`src/rtl/switch_debounce_if.sv`:
```
// ---------------------------------------------------------------------------
// switch_debounce_if
//   Bundles the switch inputs and the debounced outputs of switch_debounce.
//   master : the user side. It drives switch and receives the clean levels.
//   slave  : the debouncer side.
//   Signals:
//     switch    [WIDTH] raw asynchronous switch levels
//     sw_clean  [WIDTH] debounced levels
//     sw_change [1]     one-cycle pulse after any sw_clean bit changed
//     sw_rise   [WIDTH] per-channel 0->1 pulse (SW_DEBOUNCE_EDGE_EN only)
//     sw_fall   [WIDTH] per-channel 1->0 pulse (SW_DEBOUNCE_EDGE_EN only)
//   Optional feature macro: SW_DEBOUNCE_EDGE_EN
// ---------------------------------------------------------------------------
interface switch_debounce_if #(
    parameter int unsigned WIDTH = 3
);
    logic [WIDTH-1:0] switch;
    logic [WIDTH-1:0] sw_clean;
    logic             sw_change;
`ifdef SW_DEBOUNCE_EDGE_EN
    logic [WIDTH-1:0] sw_rise;
    logic [WIDTH-1:0] sw_fall;

    modport master (output switch, input sw_clean, input sw_change,
                    input sw_rise, input sw_fall);
    modport slave  (input switch, output sw_clean, output sw_change,
                    output sw_rise, output sw_fall);
`else
    modport master (output switch, input sw_clean, input sw_change);
    modport slave  (input switch, output sw_clean, output sw_change);
`endif
endinterface

```
`src/rtl/switch_debounce.sv`:
```
// ---------------------------------------------------------------------------
// switch_debounce
//   Synchronises and debounces WIDTH raw slide switches. Each channel passes
//   through a 2-flop synchroniser, a stability counter and a two-state FSM.
//   A new level is accepted only after CNT_MAX consecutive stable cycles.
//   Ports:
//     clk   : system clock, rising edge
//     rst_n : asynchronous active-low reset
//     bus   : switch_debounce_if.slave (switch in; sw_clean/sw_change out)
//   Optional feature macro: SW_DEBOUNCE_EDGE_EN adds per-channel
//   sw_rise/sw_fall pulses that are coincident with sw_change.
// ---------------------------------------------------------------------------
module switch_debounce #(
    parameter int unsigned WIDTH   = 3,
    parameter int unsigned CNT_MAX = 500000,
    parameter int unsigned CNT_W   = 20
) (
    input  logic                clk,
    input  logic                rst_n,
    switch_debounce_if.slave    bus
);

    typedef enum logic {
        ST_STABLE   = 1'b0,
        ST_COUNTING = 1'b1
    } state_t;

    localparam logic [CNT_W-1:0] CNT_LAST = CNT_W'(CNT_MAX - 1);
    localparam logic [CNT_W-1:0] CNT_ONE  = CNT_W'(1);

    logic [WIDTH-1:0] r_s1;
    logic [WIDTH-1:0] r_s2;
    logic [WIDTH-1:0] r_clean;
    logic [WIDTH-1:0] r_clean_d;
    logic [WIDTH-1:0] w_clean_nxt;
    logic             r_change;
    state_t           r_state     [WIDTH];
    state_t           w_state_nxt [WIDTH];
    logic [CNT_W-1:0] r_cnt       [WIDTH];
    logic [CNT_W-1:0] w_cnt_nxt   [WIDTH];
`ifdef SW_DEBOUNCE_EDGE_EN
    logic [WIDTH-1:0] r_rise;
    logic [WIDTH-1:0] r_fall;
`endif

    // State register: synchroniser, per-channel FSM, clean levels, strobes.
    // The change strobe compares sw_clean with its one-cycle-delayed copy,
    // so it fires in the cycle after the edge that updated sw_clean.
    always_ff @(posedge clk or negedge rst_n) begin
        if (!rst_n) begin
            r_s1      <= '0;
            r_s2      <= '0;
            r_clean   <= '0;
            r_clean_d <= '0;
            r_change  <= 1'b0;
`ifdef SW_DEBOUNCE_EDGE_EN
            r_rise    <= '0;
            r_fall    <= '0;
`endif
            for (int unsigned i = 0; i < WIDTH; i++) begin
                r_state[i] <= ST_STABLE;
                r_cnt[i]   <= '0;
            end
        end else begin
            r_s1      <= bus.switch;
            r_s2      <= r_s1;
            r_clean   <= w_clean_nxt;
            r_clean_d <= r_clean;
            r_change  <= |(r_clean ^ r_clean_d);
`ifdef SW_DEBOUNCE_EDGE_EN
            r_rise    <= r_clean & ~r_clean_d;
            r_fall    <= ~r_clean & r_clean_d;
`endif
            for (int unsigned i = 0; i < WIDTH; i++) begin
                r_state[i] <= w_state_nxt[i];
                r_cnt[i]   <= w_cnt_nxt[i];
            end
        end
    end

    // Next-state logic, one independent FSM per channel.
    always_comb begin
        w_clean_nxt = r_clean;
        for (int unsigned i = 0; i < WIDTH; i++) begin
            w_state_nxt[i] = r_state[i];
            w_cnt_nxt[i]   = r_cnt[i];
            case (r_state[i])
                ST_STABLE: begin
                    w_cnt_nxt[i] = '0;
                    if (r_s2[i] != r_clean[i]) begin
                        w_state_nxt[i] = ST_COUNTING;
                        w_cnt_nxt[i]   = CNT_ONE;
                    end
                end
                ST_COUNTING: begin
                    if (r_s2[i] != r_clean[i]) begin
                        if (r_cnt[i] == CNT_LAST) begin
                            w_clean_nxt[i] = r_s2[i];
                            w_cnt_nxt[i]   = '0;
                            w_state_nxt[i] = ST_STABLE;
                        end else begin
                            w_cnt_nxt[i] = r_cnt[i] + CNT_ONE;
                        end
                    end else begin
                        // Bounced back to the old level: abandon the count.
                        w_cnt_nxt[i]   = '0;
                        w_state_nxt[i] = ST_STABLE;
                    end
                end
                default: begin
                    w_cnt_nxt[i]   = '0;
                    w_state_nxt[i] = ST_STABLE;
                end
            endcase
        end
    end

    assign bus.sw_clean  = r_clean;
    assign bus.sw_change = r_change;
`ifdef SW_DEBOUNCE_EDGE_EN
    assign bus.sw_rise   = r_rise;
    assign bus.sw_fall   = r_fall;
`endif

endmodule
```
`src/flat_wrapper.sv`:
```
// flat-port wrapper written by rule: the top's interface ports become plain ports
module switch_debounce_flat 
#(
    parameter int unsigned WIDTH   = 3,
    parameter int unsigned CNT_MAX = 500000,
    parameter int unsigned CNT_W   = 20
)
  (clk, rst_n, bus_switch, bus_sw_clean, bus_sw_change);
  switch_debounce_if #(.WIDTH(WIDTH)) bus_i ();
  input  logic clk;
  input  logic rst_n;
  input wire logic [$bits(bus_i.switch)-1:0] bus_switch;
  output wire logic [$bits(bus_i.sw_clean)-1:0] bus_sw_clean;
  output wire logic [$bits(bus_i.sw_change)-1:0] bus_sw_change;
  assign bus_i.switch = bus_switch;
  assign bus_sw_clean = bus_i.sw_clean;
  assign bus_sw_change = bus_i.sw_change;
  switch_debounce #(.WIDTH(WIDTH), .CNT_MAX(CNT_MAX), .CNT_W(CNT_W)) u_core (.clk(clk), .rst_n(rst_n), .bus(bus_i));
endmodule
```
`config.mk`:
```
export PLATFORM = sky130hd
export DESIGN_NAME = switch_debounce_flat
export DESIGN_NICKNAME = d
export VERILOG_FILES = /design/src/rtl/switch_debounce_if.sv /design/src/rtl/switch_debounce.sv /design/src/flat_wrapper.sv
export SDC_FILE = /design/constraint.sdc
export NUM_CORES = 1
export LEC_CHECK = 0
export BUFFER_PORTS_ARGS = -buffer_cell sky130_fd_sc_hd__buf_2
export CAP_MARGIN = 40
export CORE_ASPECT_RATIO = 0.75
export CORE_MARGIN = 4
export CORE_UTILIZATION = 60
export CTS_CLUSTER_DIAMETER = 40
export CTS_CLUSTER_SIZE = 12
export DETAILED_ROUTE_END_ITERATION = 8
export GPL_TIMING_DRIVEN = 0
export PLACE_DENSITY = 0.86
export SLEW_MARGIN = 20
export SYNTH_ARGS = -nofsm -noshare
export SYNTH_HDL_FRONTEND = slang
export SYNTH_SLANG_ARGS = --single-unit
```
`constraint.sdc`:
```
create_clock -name clk -period 5.5 [get_ports clk]
set_input_delay 0.55 -clock clk [delete_from_list [all_inputs] [get_ports clk]]
set_output_delay 0.55 -clock clk [all_outputs]
set_load 0.05 [all_outputs]
```
==> flow_results.org <==
** Die
- 9 I/O pins were placed.
- In this run the vertical extent of the chip is 75.01 µm.
- Die X :: ~97 µm
- In this run the standard cell core region covers approximately 5800 µm².
- The initial utilization of the core area, before any placement, comes to between 60% and 70%.
- Floorplan die area :: 7302 µm²
- In this run the core area contains 24 standard-cell rows.

** Route
- Final WL :: around 6500 µm
- DRC violations left :: 0
- Routed length per instance :: between 10 and 15 µm
- For this block, the initial DRC count from the detailed router was ~170.
- Dividing the detail-routed via count by the number of cells gives ~5.9.
- The count of nets left with antenna violations once routing finished came out at 0.
- Vias after detailed routing :: ~2,700
- The first detailed-routing pass took 4 iterations.

** Yosys
- Top FF cell, synth :: sky130_fd_sc_hd__dfrtp_1
- Yosys mapped a number of flops with a built-in enable equal to 0.
- Post-synthesis cell area :: 3592 µm²
- Sequential cell area fraction in the yosys report :: a little over half
- The cell count after synthesis came out at ~350.
- Mean area per synthesized cell :: 10.15 µm²
- Count of different cell masters after synthesis :: 38
- Async S/R FF share, synth :: 100.0%
- Synthesis inferred 76 register bits.
- Nets in the synthesized netlist :: 362
- During synthesis, Yosys emitted a total of 0 warnings.

** Cells and area
- The repair_antennas step left the layout with diodes totalling 0.
- Compared with the post-synthesis result, the final layout area differs by 9.370%.
- Final standard cell utilization of the core :: 67.79%
- In the layout the commonest cells are sky130_fd_sc_hd__dfrtp_1 (76), sky130_fd_sc_hd__nor2_1 (57), sky130_fd_sc_hd__xnor2_1 (35).
- Post-layout instance area :: approximately 3900 µm²
- Most common library cell in the layout ignoring fill and taps :: sky130_fd_sc_hd__dfrtp_1
- Filler-free cell count of the finished design :: approximately 460
- Fill cells in the final layout number around 430.
- The post-route netlist has around a tenth of its cells at a drive strength greater than 1.
- At the end of the flow, the number of nets in the layout was about 380.

** STA
- Worst-case headroom to the max-slew limit :: 65.83%
- Across the routed clock network, the largest skew measured is ~0.0060 ns.
- Derived from the worst setup path, the maximum achievable clock frequency is 0.4174 GHz.
- At the pin with the least slew margin, the transition time is between 0.5 and 0.6 ns.
- Total negative slack for setup checks :: 0 ns
- The final critical path takes up between 40 and 50% of the cycle.
- Setup repair after global routing left no endpoint under its margin.
- Number of failing hold endpoints at the final stage :: 0
- The worst path in the final design needs a cycle of 2.396 ns, including I/O delays and setup.
- Setup violations remaining at the end of the flow were counted as 0.
- The max-slew violation count was 0.

** Placed design
- Including well taps, the total number of placed cells is between 400 and 500.
- At the end of routability-driven placement, the weighted congestion stood at about 0.9.
- Summed over all nets, the half-perimeter wirelength after detailed placement is between 4000 and 5000 µm.
- The placed instances occupy a cell area of around 3800 µm².
- Port Buf Inserts :: 8

** Pwr
- Seq pwr share :: between 50% and 60%
- Summed over all nets, the switching power comes to approximately 0.23 mW.
- Overall power after layout :: just under 1 mW
- Clock share of power :: between 30% and 40%
- Dividing total power by cell area gives a power density of 245.7 nW/µm².
- Leakage power of the design :: roughly 1.5 nW
- Of the total power, the share spent switching nets is approximately a quarter.
- Share of power burned in combinational logic :: roughly 3.5%
- The internal power of the cells totals between 0.7 and 0.8 mW.
- Peak supply drop :: between 0.00015 and 0.0002 V

** Clock network
- The H-tree was split into 3 levels.
- Register clock-pin slew on the reported worst setup and hold paths :: approximately 0.08 ns
- In this run the clock root is driven by a sky130_fd_sc_hd__clkbuf_8.
- Number of hold buffers added after cts :: 0
- Once the clock tree was built, the setup fixing pass inserted 0 buffers.
- Clock tree from TritonCTS :: done
- The tree built by TritonCTS fans out to between 70 and 80 sinks.
- In this run the deepest clock path goes through 2 buffers.
- The later pin in the worst-skew pair is clocked with a latency of about 0.33 ns.
- The number of clock buffers added by TritonCTS is 9.
- Count of cells resized by post-cts repair :: 0

** Setup path
- Cell family contributing the most delay on the critical path :: simple AND/OR/NAND/NOR gates
- STA puts the critical path data arrival time at 2.62 ns.
- The worst register-to-register path ends at u_core.r_cnt[29]$_DFF_PN0_.
- CP Cell Sequence :: or4_1 -> or4_4 -> o31ai_4 -> buf_6 -> nor2_1
- Critical path capture point type :: register
- Internal reg-to-reg setup slack :: between 3 and 4 ns
- Startpoint kind of the worst setup timing path :: register
- Category of the critical setup timing path :: reg -> reg
- Together, buffers and inverters on the worst path number 1.
- Required @ worst endpoint :: 5.72 ns
- Counting cells, the worst reg-to-reg path comes to 5.
- Crit Reg-Reg Startpoint :: u_core.r_cnt[34]$_DFF_PN0_
- Delay of the slowest cell on the worst path :: about 0.57 ns
- Of all nets on the critical path, the largest fanout is 10.
- The slowest stage of the critical path is the sky130_fd_sc_hd__or4_4 cell.

** Global routing
- Number of global-route vias before repair :: approximately 2,500
- Overall Global Routing Usage :: a little under 20%
- Summed over all layers, the global routing overflow is 0.
- Initial antenna violation count :: 0
- Entering global routing, the biggest net connects 54 pins.
- First-pass GRT wire length :: around 11,000 µm

** Run status
- The run finished with clean final reports.

** Worst hold path
- Type of the worst min-delay path :: in -> async

** Run
- Max-cap violations in this run came to 0.
[cells by family (layout without fill, tap and decap cells)]
logic type,count (synthesis),count (layout),synth area share [%]
AND/OR/NAND/NOR,169,169,25.08
flip-flops,76,76,52.94
XOR/XNOR,44,44,10.73
AO/OA/AOI/OAI,36,36,6.409
buffers and inverters,22,47,2.578
multiplexers,4,4,1.219
adder cells (fa/ha/maj),3,3,1.045
[synth_stat cells, types with 4 or more instances]
cell                       count  area share, %
sky130_fd_sc_hd__dfrtp_1      76             53
sky130_fd_sc_hd__nor2_1       57            6.0
sky130_fd_sc_hd__xnor2_1      35            8.5
sky130_fd_sc_hd__nand2_1      19            2.0
sky130_fd_sc_hd__nand3_1      19            2.6
sky130_fd_sc_hd__nand4_1      16            2.8
sky130_fd_sc_hd__a21oi_1      15            2.1
sky130_fd_sc_hd__inv_1        14            1.5
sky130_fd_sc_hd__nor4_1       12            2.1
sky130_fd_sc_hd__nor3_1       11            1.5
sky130_fd_sc_hd__or3_1        11            1.9
sky130_fd_sc_hd__xor2_1        9            2.2
sky130_fd_sc_hd__o21ai_0       8            1.1
sky130_fd_sc_hd__or4_1         8            1.7
sky130_fd_sc_hd__clkbuf_1      5           0.52
sky130_fd_sc_hd__o31ai_1       4           0.84
[area by class of cell]
class / count / area [µm²] / area share (%)
inverter: 14 / 52.55 / 1.338
buffer: 8 / 40.04 / 1.019
clock inverter: 6 / 41.29 / 1.051
sequential: 76 / 1902 / 48.41
timing repair buffer: 9 / 70.07 / 1.783
tap: 78 / 97.59 / 2.484
clock buffer: 10 / 127.6 / 3.248
multi-input combinational: 256 / 1598 / 40.67
[worst max-delay path by stage]
stage	startpoint	endpoint	slack (ns)	cells after the start
global route	u_core.r_cnt[40]$_DFF_PN0_	u_core.r_cnt[49]$_DFF_PN0_	2.86	6
detailed placement	u_core.r_cnt[34]$_DFF_PN0_	u_core.r_cnt[29]$_DFF_PN0_	3.14	5
finish	u_core.r_cnt[34]$_DFF_PN0_	u_core.r_cnt[29]$_DFF_PN0_	3.10	5
floorplan	u_core.r_cnt[34]$_DFF_PN0_	u_core.bus.sw_clean[1]$_DFFE_PN0P_	3.32	4
CTS	u_core.r_cnt[34]$_DFF_PN0_	u_core.r_cnt[29]$_DFF_PN0_	3.12	5
global placement	u_core.r_cnt[34]$_DFF_PN0_	u_core.r_cnt[30]$_DFF_PN0_	3.15	5
[per-layer routing]
metal | wire length, µm | GRT usage (%) | up-vias | share of wire, %
li1 | - | - | 1291 | -
met1 | 3046 | 26.64 | 1318 | 47
met2 | 3117 | 31.35 | 60 | 48
met3 | 256 | 4.907 | 7 | 4.0
met4 | 53 | 4.608 | 0 | 0.82
met5 | 0 | 0 | - | 0
[power groups by stage]
stage          clock (mW)  combinational, mW  sequential [mW]
5_1_grt             0.397             0.0390            0.571
2_1_floorplan           0             0.0155            0.579
3_5_place_dp            0             0.0339            0.581
6_report            0.362             0.0337            0.570
4_1_cts             0.373             0.0348            0.570
3_3_place_gp            0             0.0307            0.580
[worst reg2reg max path: cells and delay by family, from the launching register on]
family | cells | cell delay [ns]
and+or+nand+nor | 3 | 1.16
AOI/OAI and AO/OA | 1 | 0.50
DFF | 1 | 0.41
buffers and inverters | 1 | 0.21
[sequential cells by signal (all words and copies together), names as in the netlist]
| name | flops |
|---|---|
| u_core.r_s2 | 3 |
| u_core.r_clean_d | 3 |
| u_core.r_state | 3 |
| u_core.r_s1 | 3 |
| u_core.bus.sw_clean | 3 |
| u_core.r_cnt | 60 |
| u_core.bus.sw_change | 1 |
[through the flow]
stage	hold slack [ns]	setup slack, ns
floorplan	0.2544	3.325
global placement	0.3320	3.148
detailed placement	0.3418	3.144
CTS	0.1089	3.120
global route	0.1099	2.862
finish	0.1082	3.104
Note: power is estimated with default switching activity, not from simulation.
